$ cat src/rtl/scan_disp_ctrl_if.sv
// Host/display bundle for the multiplexed 7-segment scan controller.
// The host side drives digit data and scan controls; the controller side drives the commons and segments.
interface scan_disp_ctrl_if #(
   parameter int NUM_DIGITS = 4
);
   logic [4*NUM_DIGITS-1:0] din;
   logic [NUM_DIGITS-1:0]   dp_in;
   logic                    load;
   logic                    lz_suppress;
   logic [3:0]              brightness;
   logic [NUM_DIGITS-1:0]   com;
   logic [6:0]              seg;
   logic                    dp;
   logic                    pending;
   logic                    frame_start;

   modport master (
      output din, dp_in, load, lz_suppress, brightness,
      input  com, seg, dp, pending, frame_start
   );

   modport slave (
      input  din, dp_in, load, lz_suppress, brightness,
      output com, seg, dp, pending, frame_start
   );
endinterface

$ cat src/rtl/scan_disp_ctrl.sv
// Multiplexed 7-segment display scanner: prescaler -> 16-tick digit slots, PWM brightness,
// leading-zero blanking and a shadow/active double buffer swapped only at frame start.
module scan_disp_ctrl #(
   parameter int NUM_DIGITS     = 4,
   parameter int PRESCALE       = 64,
   parameter int COM_ACTIVE_LOW = 1,
   parameter int SEG_ACTIVE_LOW = 0
) (
   input logic            clk,
   input logic            rst_n,
   scan_disp_ctrl_if.slave bus
);
   localparam int PW = (PRESCALE > 1) ? $clog2(PRESCALE) : 1;
   localparam int IW = $clog2(NUM_DIGITS);
   localparam int DW = 4 * NUM_DIGITS;
   localparam logic [PW-1:0] PS_LAST  = PW'(PRESCALE - 1);
   localparam logic [IW-1:0] IDX_LAST = IW'(NUM_DIGITS - 1);
   localparam logic [NUM_DIGITS-1:0] COM_OFF =
      (COM_ACTIVE_LOW != 0) ? {NUM_DIGITS{1'b1}} : {NUM_DIGITS{1'b0}};
   localparam logic [7:0] SEG_XOR = (SEG_ACTIVE_LOW != 0) ? 8'hFF : 8'h00;

   logic [PW-1:0]         presc;
   logic [3:0]            tick;
   logic [IW-1:0]         idx;
   logic [DW-1:0]         shadow, active;
   logic [NUM_DIGITS-1:0] shadow_dp, active_dp;
   logic                  pending_q, frame_start_q;
   logic [NUM_DIGITS-1:0] com_q;
   logic [6:0]            seg_q;
   logic                  dp_q;

   logic                  tick_en, frame_pt, xfer, com_on, suppress;
   logic [3:0]            digit;
   logic                  dig_zero, dp_sel, above;
   logic [NUM_DIGITS-1:0] zero_from, onehot;
   logic [6:0]            seg_nxt;

   function automatic logic [6:0] seg_decode(input logic [3:0] n);
      logic [6:0] s;
      case (n)
         4'h0: s = 7'h7E;  4'h1: s = 7'h30;  4'h2: s = 7'h6D;  4'h3: s = 7'h79;
         4'h4: s = 7'h33;  4'h5: s = 7'h5B;  4'h6: s = 7'h5F;  4'h7: s = 7'h70;
         4'h8: s = 7'h7F;  4'h9: s = 7'h73;  4'hA: s = 7'h41;  4'hB: s = 7'h09;
         4'hC: s = 7'h01;  4'hD: s = 7'h37;  4'hE: s = 7'h4F;  default: s = 7'h00;
      endcase
      return s;
   endfunction

   always_comb begin
      tick_en   = (presc == PS_LAST);
      frame_pt  = (idx == '0) && (tick == 4'd0) && (presc == '0);
      xfer      = frame_pt && pending_q;
      com_on    = (tick != 4'd0) && (tick <= bus.brightness);
      zero_from = '0;
      onehot    = '0;
      digit     = 4'h0;
      dig_zero  = 1'b0;
      dp_sel    = 1'b0;
      above     = 1'b1;
      // zero_from[i]: nibble i and every nibble above it are zero
      for (int i = NUM_DIGITS - 1; i >= 0; i--) begin
         zero_from[i] = above && (active[4*i +: 4] == 4'h0);
         above        = zero_from[i];
      end
      for (int i = 0; i < NUM_DIGITS; i++) begin
         if (idx == IW'(i)) begin
            digit     = active[4*i +: 4];
            dig_zero  = zero_from[i];
            dp_sel    = active_dp[i];
            onehot[i] = com_on;
         end
      end
      suppress = bus.lz_suppress && (idx != '0) && dig_zero;
      seg_nxt  = (com_on && !suppress) ? seg_decode(digit) : 7'h00;
   end

   always_ff @(posedge clk) begin
      if (!rst_n) begin
         presc         <= '0;
         tick          <= 4'd0;
         idx           <= '0;
         shadow        <= '0;
         shadow_dp     <= '0;
         active        <= '0;
         active_dp     <= '0;
         pending_q     <= 1'b0;
         frame_start_q <= 1'b0;
         com_q         <= COM_OFF;
         seg_q         <= SEG_XOR[6:0];
         dp_q          <= SEG_XOR[7];
      end else begin
         presc <= tick_en ? '0 : presc + 1'b1;
         if (tick_en) begin
            tick <= tick + 4'd1;
            if (tick == 4'd15)
               idx <= (idx == IDX_LAST) ? '0 : idx + 1'b1;
         end
         // swap happens while the blank tick 0 of digit 0 is on the pins
         if (xfer) begin
            active    <= shadow;
            active_dp <= shadow_dp;
         end
         if (bus.load) begin
            shadow    <= bus.din;
            shadow_dp <= bus.dp_in;
         end
         pending_q     <= bus.load | (pending_q & ~frame_pt);
         frame_start_q <= frame_pt;
         com_q         <= onehot ^ COM_OFF;
         seg_q         <= seg_nxt ^ SEG_XOR[6:0];
         dp_q          <= (com_on & dp_sel) ^ SEG_XOR[7];
      end
   end

   assign bus.com         = com_q;
   assign bus.seg         = seg_q;
   assign bus.dp          = dp_q;
   assign bus.pending     = pending_q;
   assign bus.frame_start = frame_start_q;

   a_com_onehot0 : assert property (@(posedge clk) $onehot0(onehot));
endmodule

$ cat src/flat_wrapper.sv
// flat-port wrapper written by rule: the top's interface ports become plain ports
module scan_disp_ctrl_flat 
#(
   parameter int NUM_DIGITS     = 4,
   parameter int PRESCALE       = 64,
   parameter int COM_ACTIVE_LOW = 1,
   parameter int SEG_ACTIVE_LOW = 0
)
  (clk, rst_n, bus_din, bus_dp_in, bus_load, bus_lz_suppress, bus_brightness, bus_com, bus_seg, bus_dp, bus_pending, bus_frame_start);
  scan_disp_ctrl_if #(.NUM_DIGITS(NUM_DIGITS)) bus_i ();
  input logic clk;
  input logic rst_n;
  input wire logic [$bits(bus_i.din)-1:0] bus_din;
  input wire logic [$bits(bus_i.dp_in)-1:0] bus_dp_in;
  input wire logic [$bits(bus_i.load)-1:0] bus_load;
  input wire logic [$bits(bus_i.lz_suppress)-1:0] bus_lz_suppress;
  input wire logic [$bits(bus_i.brightness)-1:0] bus_brightness;
  output wire logic [$bits(bus_i.com)-1:0] bus_com;
  output wire logic [$bits(bus_i.seg)-1:0] bus_seg;
  output wire logic [$bits(bus_i.dp)-1:0] bus_dp;
  output wire logic [$bits(bus_i.pending)-1:0] bus_pending;
  output wire logic [$bits(bus_i.frame_start)-1:0] bus_frame_start;
  assign bus_i.din = bus_din;
  assign bus_i.dp_in = bus_dp_in;
  assign bus_i.load = bus_load;
  assign bus_i.lz_suppress = bus_lz_suppress;
  assign bus_i.brightness = bus_brightness;
  assign bus_com = bus_i.com;
  assign bus_seg = bus_i.seg;
  assign bus_dp = bus_i.dp;
  assign bus_pending = bus_i.pending;
  assign bus_frame_start = bus_i.frame_start;
  scan_disp_ctrl #(.NUM_DIGITS(NUM_DIGITS), .PRESCALE(PRESCALE), .COM_ACTIVE_LOW(COM_ACTIVE_LOW), .SEG_ACTIVE_LOW(SEG_ACTIVE_LOW)) u_core (.clk(clk), .rst_n(rst_n), .bus(bus_i));
endmodule
$ cat config.mk
export PLATFORM = sky130hd
export DESIGN_NAME = scan_disp_ctrl_flat
export DESIGN_NICKNAME = d
export VERILOG_FILES = /design/src/rtl/scan_disp_ctrl_if.sv /design/src/rtl/scan_disp_ctrl.sv /design/src/flat_wrapper.sv
export SDC_FILE = /design/constraint.sdc
export NUM_CORES = 1
export LEC_CHECK = 0
export BUFFER_PORTS_ARGS = -buffer_cell sky130_fd_sc_hd__buf_2
export CELL_PAD_IN_SITES_DETAIL_PLACEMENT = 1
export CELL_PAD_IN_SITES_GLOBAL_PLACEMENT = 1
export CORE_MARGIN = 3
export CORE_UTILIZATION = 50
export CTS_BUF_LIST = sky130_fd_sc_hd__clkbuf_4 sky130_fd_sc_hd__clkbuf_8
export CTS_CLUSTER_SIZE = 12
export DETAILED_ROUTE_END_ITERATION = 12
export HOLD_SLACK_MARGIN = 0.1
export PLACE_DENSITY = 0.86
export RECOVER_POWER = 50
export SYNTH_ARGS = -nofsm -noshare
export SYNTH_HDL_FRONTEND = slang
export SYNTH_SLANG_ARGS = --single-unit
export TNS_END_PERCENT = 50
$ cat constraint.sdc
create_clock -name clk -period 5.9 [get_ports clk]
set_input_delay 0.59 -clock clk [delete_from_list [all_inputs] [get_ports clk]]
set_output_delay 0.59 -clock clk [all_outputs]
set_load 0.01 [all_outputs]
==> flow_metrics.py <==
metrics = {
    "outcome": {
        "outcome": "complete, but fails checks",
        "violations": "capacitance limit, slew limit",
    },
    "synth": {
        "syn_nets": 359,
        "synth_cell_types": 43,
        "synth-seq-cells": 66,
        "syn-instance-count": 312,
        "synth_area_mm2": 0.00314,
        "syn_area_per_cell_um2": 10.1,
        "yosys_warnings": 0,
        "yosysSeqAreaShare": 0.421,
    },
    "global_routing": {
        "grt_max_degree": 55,
        "grt_pass1_vias": 2433,
        "gr-total-overflow": 0,
        "grt.total_usage": 0.204,
        "antenna_found_initial": 0,
        "grt_pass1_wl_mm": 11.8,
    },
    "timing": {
        "finalCriticalPeriod_ns": 2.69,
        "timing.final.crit_share": 0.457,
        "rsz0062_at_grt": "false",
        "clock.fmax_mhz": 371,
        "hold_viol": 0,
        "drv_slew": 55,
        "setup_ws_ns": 3.21,
        "fin_tns_setup_ns": 0,
        "slew_headroom": -0.151,
        "setup_viol": 0,
        "clock_skew_ns": 0.0148,
        "worstMarginPinSlew_ns": 1.73,
    },
    "power": {
        "p_per_area_mw_per_mm2": 273,
        "p_leak_nw": 1.59,
        "irDropWorstVdd_mv": 0.192,
    },
    "worst_setup_path": {
        "arrival_ns": 2.92,
        "crit_slowest_cell": "a221oi_1",
        "end_kind": "flip-flop",
        "crit_type": "reg2reg",
        "path_depth": 7,
        "worstPathCellList": "ha_1, a211oi_1, a221oi_1, ha_1, mux2i_1, a221oi_1, nor2_1",
        "cp-start-kind": "flip-flop",
        "slowest_delay_ns": 0.65,
        "crit_family": "compound AO/OA/AOI/OAI gates",
        "cp_num_buf_inv": 0,
        "cp.required_ns": 6.13,
        "crit_path_max_fanout": 16,
        "r2r_cells": 7,
    },
    "clock_network": {
        "cts.path.max_buffers": 2,
        "cts-root-buf": "clkbuf_8",
        "cts_htree_levels": 3,
        "clk_latency_ns": 0.35,
        "cts_made_buffers": 9,
        "cts_hold_buf": 0,
        "tritoncts": "built",
        "path_clk_slew_ns": 0.07,
        "cts_setup_buffers": 0,
        "cts_resized": 0,
        "numClockSinks": 66,
    },
    "final_layout": {
        "final_cells": 426,
        "regArea_mm2": 0.00132,
        "final.fill_count": 692,
        "layout.nets": 394,
        "final_layout_size_suffix_gt1_frac": 0.142,
        "multi_input_area_mm2": 0.00166,
        "n_antenna_cell": 0,
        "finalInstanceArea_mm2": 0.00353,
        "area_growth_pct": 12.4,
        "final_util": 0.589,
    },
    "floorplanning": {
        "start_util": 0.524,
        "die_h_um": 85.3,
        "rows": 28,
        "die_x_um": 85.3,
        "core_region_area_mm2": 0.00599,
        "pin_count": 42,
        "die_area_mm2": 0.00727,
    },
    "place": {
        "dpl_cell_area_mm2": 0.00333,
        "dp_slack_ns": 3.22,
        "dpl.cell_count": 411,
        "gp_congestion": 0.832,
        "place_hpwl_mm": 4.88,
        "io_buffers": 41,
    },
    "drt": {
        "viasPerCell": 5.44,
        "drc": 0,
        "drt_pass1_iterations": 4,
        "final_antenna_net_count": 0,
        "drtIter0Drc": 124,
        "wl_mm": 6.89,
        "wl_per_cell_um": 16.2,
        "vias": 2317,
    },
    "run": {
        "cap_viol_max_count": 1,
    },
    "min_path": {
        "whs_path_depth": 1,
        "hold_class": "reg2reg",
    },
}
[synth_stat cells]
library cell / number / area, um2
or3_1: 1 / 6.26
a32o_1: 1 / 10.0
buf_6: 3 / 33.8
a221oi_1: 3 / 26.3
nor3_1: 1 / 5.00
nand4_1: 2 / 12.5
or3b_1: 1 / 8.76
clkbuf_1: 6 / 22.5
nand4b_1: 2 / 17.5
inv_1: 13 / 48.8
nor3_4: 1 / 16.3
dfxtp_1: 66 / 1320
buf_2: 3 / 15.0
buf_4: 5 / 37.5
xnor2_1: 3 / 26.3
a211oi_1: 7 / 52.6
or4_4: 1 / 11.3
o21a_1: 2 / 15.0
a311o_1: 2 / 20.0
a31oi_1: 1 / 6.26
nor2_1: 10 / 37.5
and2_2: 1 / 7.51
nor4_1: 3 / 18.8
nand2_1: 20 / 75.1
mux2i_1: 45 / 450
nand3_1: 3 / 15.0
nand3b_1: 5 / 37.5
xor2_1: 4 / 35.0
a311oi_2: 2 / 30.0
and3_1: 2 / 12.5
o211ai_1: 1 / 7.51
o21ai_0: 2 / 10.0
a221o_1: 1 / 10.0
nor2b_1: 44 / 275
a311oi_1: 1 / 8.76
and2_1: 7 / 43.8
a21boi_0: 2 / 15.0
nor3b_1: 4 / 30.0
ha_1: 19 / 238
and3_2: 2 / 15.0
and2b_2: 1 / 8.76
a21oi_1: 8 / 40.0
nand2_2: 1 / 6.26
[final cells by class]
type	count	area share
timing repair buffer	41	0.0528
clock buffer	9	0.0351
inverter	13	0.0138
clock inverter	6	0.0262
multi-input combinational	216	0.471
sequential	66	0.374
tap	75	0.0266
[worst register-to-register path, stage by stage, from the launching register on]
cell and delay, ns:
dfxtp_1 0.39, ha_1 0.50, a211oi_1 0.10, a221oi_1 0.65, ha_1 0.43, mux2i_1 0.15, a221oi_1 0.28, nor2_1 0.07
[state kept, by name, indices dropped and copies added, names as in the netlist]
name                    flops
u_core.active_dp            4
u_core.active              16
u_core.presc                6
u_core.idx                  2
u_core.shadow_dp            4
u_core.tick                 4
u_core.bus.pending          1
u_core.shadow              16
u_core.bus.com              4
u_core.bus.dp               1
u_core.bus.seg              7
u_core.bus.frame_start      1
[report_power, final]
group / switching [mW] / internal (mW) / total, mW
Sequential: 0.0104 / 0.460 / 0.470
Clock: 0.180 / 0.237 / 0.417
Combinational: 0.0370 / 0.0386 / 0.0756
Total: 0.228 / 0.735 / 0.963
[per-stage QoR]
stage               total power, mW  hold WS, ns
floorplan                     0.534        0.430
global placement              0.551        0.446
detailed placement            0.555        0.455
CTS                           0.974        0.472
global route                   1.01        0.498
finish                        0.963        0.467
[cell families (layout without fill, tap and decap cells)]
group	Yosys count	count (layout)	share of synthesized area
xor gates and xnor gates	7	7	0.0195
muxes	45	45	0.143
adders and majority gates	19	19	0.0757
AOI/OAI and AO/OA	33	33	0.0801
buffers and inverters	30	69	0.0502
DFF	66	66	0.421
and+or+nand+nor	112	112	0.210
[placed cells by master (no fill, tap or decap), types with 8 or more instances in the layout]
| cell | Yosys | routed |
|---|---|---|
| dfxtp_1 | 66 | 66 |
| mux2i_1 | 45 | 45 |
| nor2b_1 | 44 | 44 |
| buf_2 | 3 | 26 |
| nand2_1 | 20 | 20 |
| ha_1 | 19 | 19 |
| clkbuf_1 | 6 | 15 |
| inv_1 | 13 | 13 |
| nor2_1 | 10 | 10 |
| clkbuf_8 | 0 | 9 |
| a21oi_1 | 8 | 8 |
[path summary, 6_finish.rpt]
| check | from | end | slack, ns |
|---|---|---|---|
| max | u_core.idx[0] | u_core.bus.seg[3] | 3.21 |
| min | u_core.presc[0] | u_core.presc[0] | 0.47 |
| max reg2reg | u_core.idx[0] | u_core.bus.seg[3] | 3.21 |
| min reg2reg | u_core.presc[0] | u_core.presc[0] | 0.47 |
[routing by layer]
metal | wire length [um] | track usage | part of all wire
met5 | 0 | 0 | 0
met1 | 3150 | 0.250 | 0.46
met3 | 267 | 0.0437 | 0.039
met2 | 3330 | 0.341 | 0.48
met4 | 142 | 0.0950 | 0.021
No activity file was read; power rests on OpenSTA's default activity.
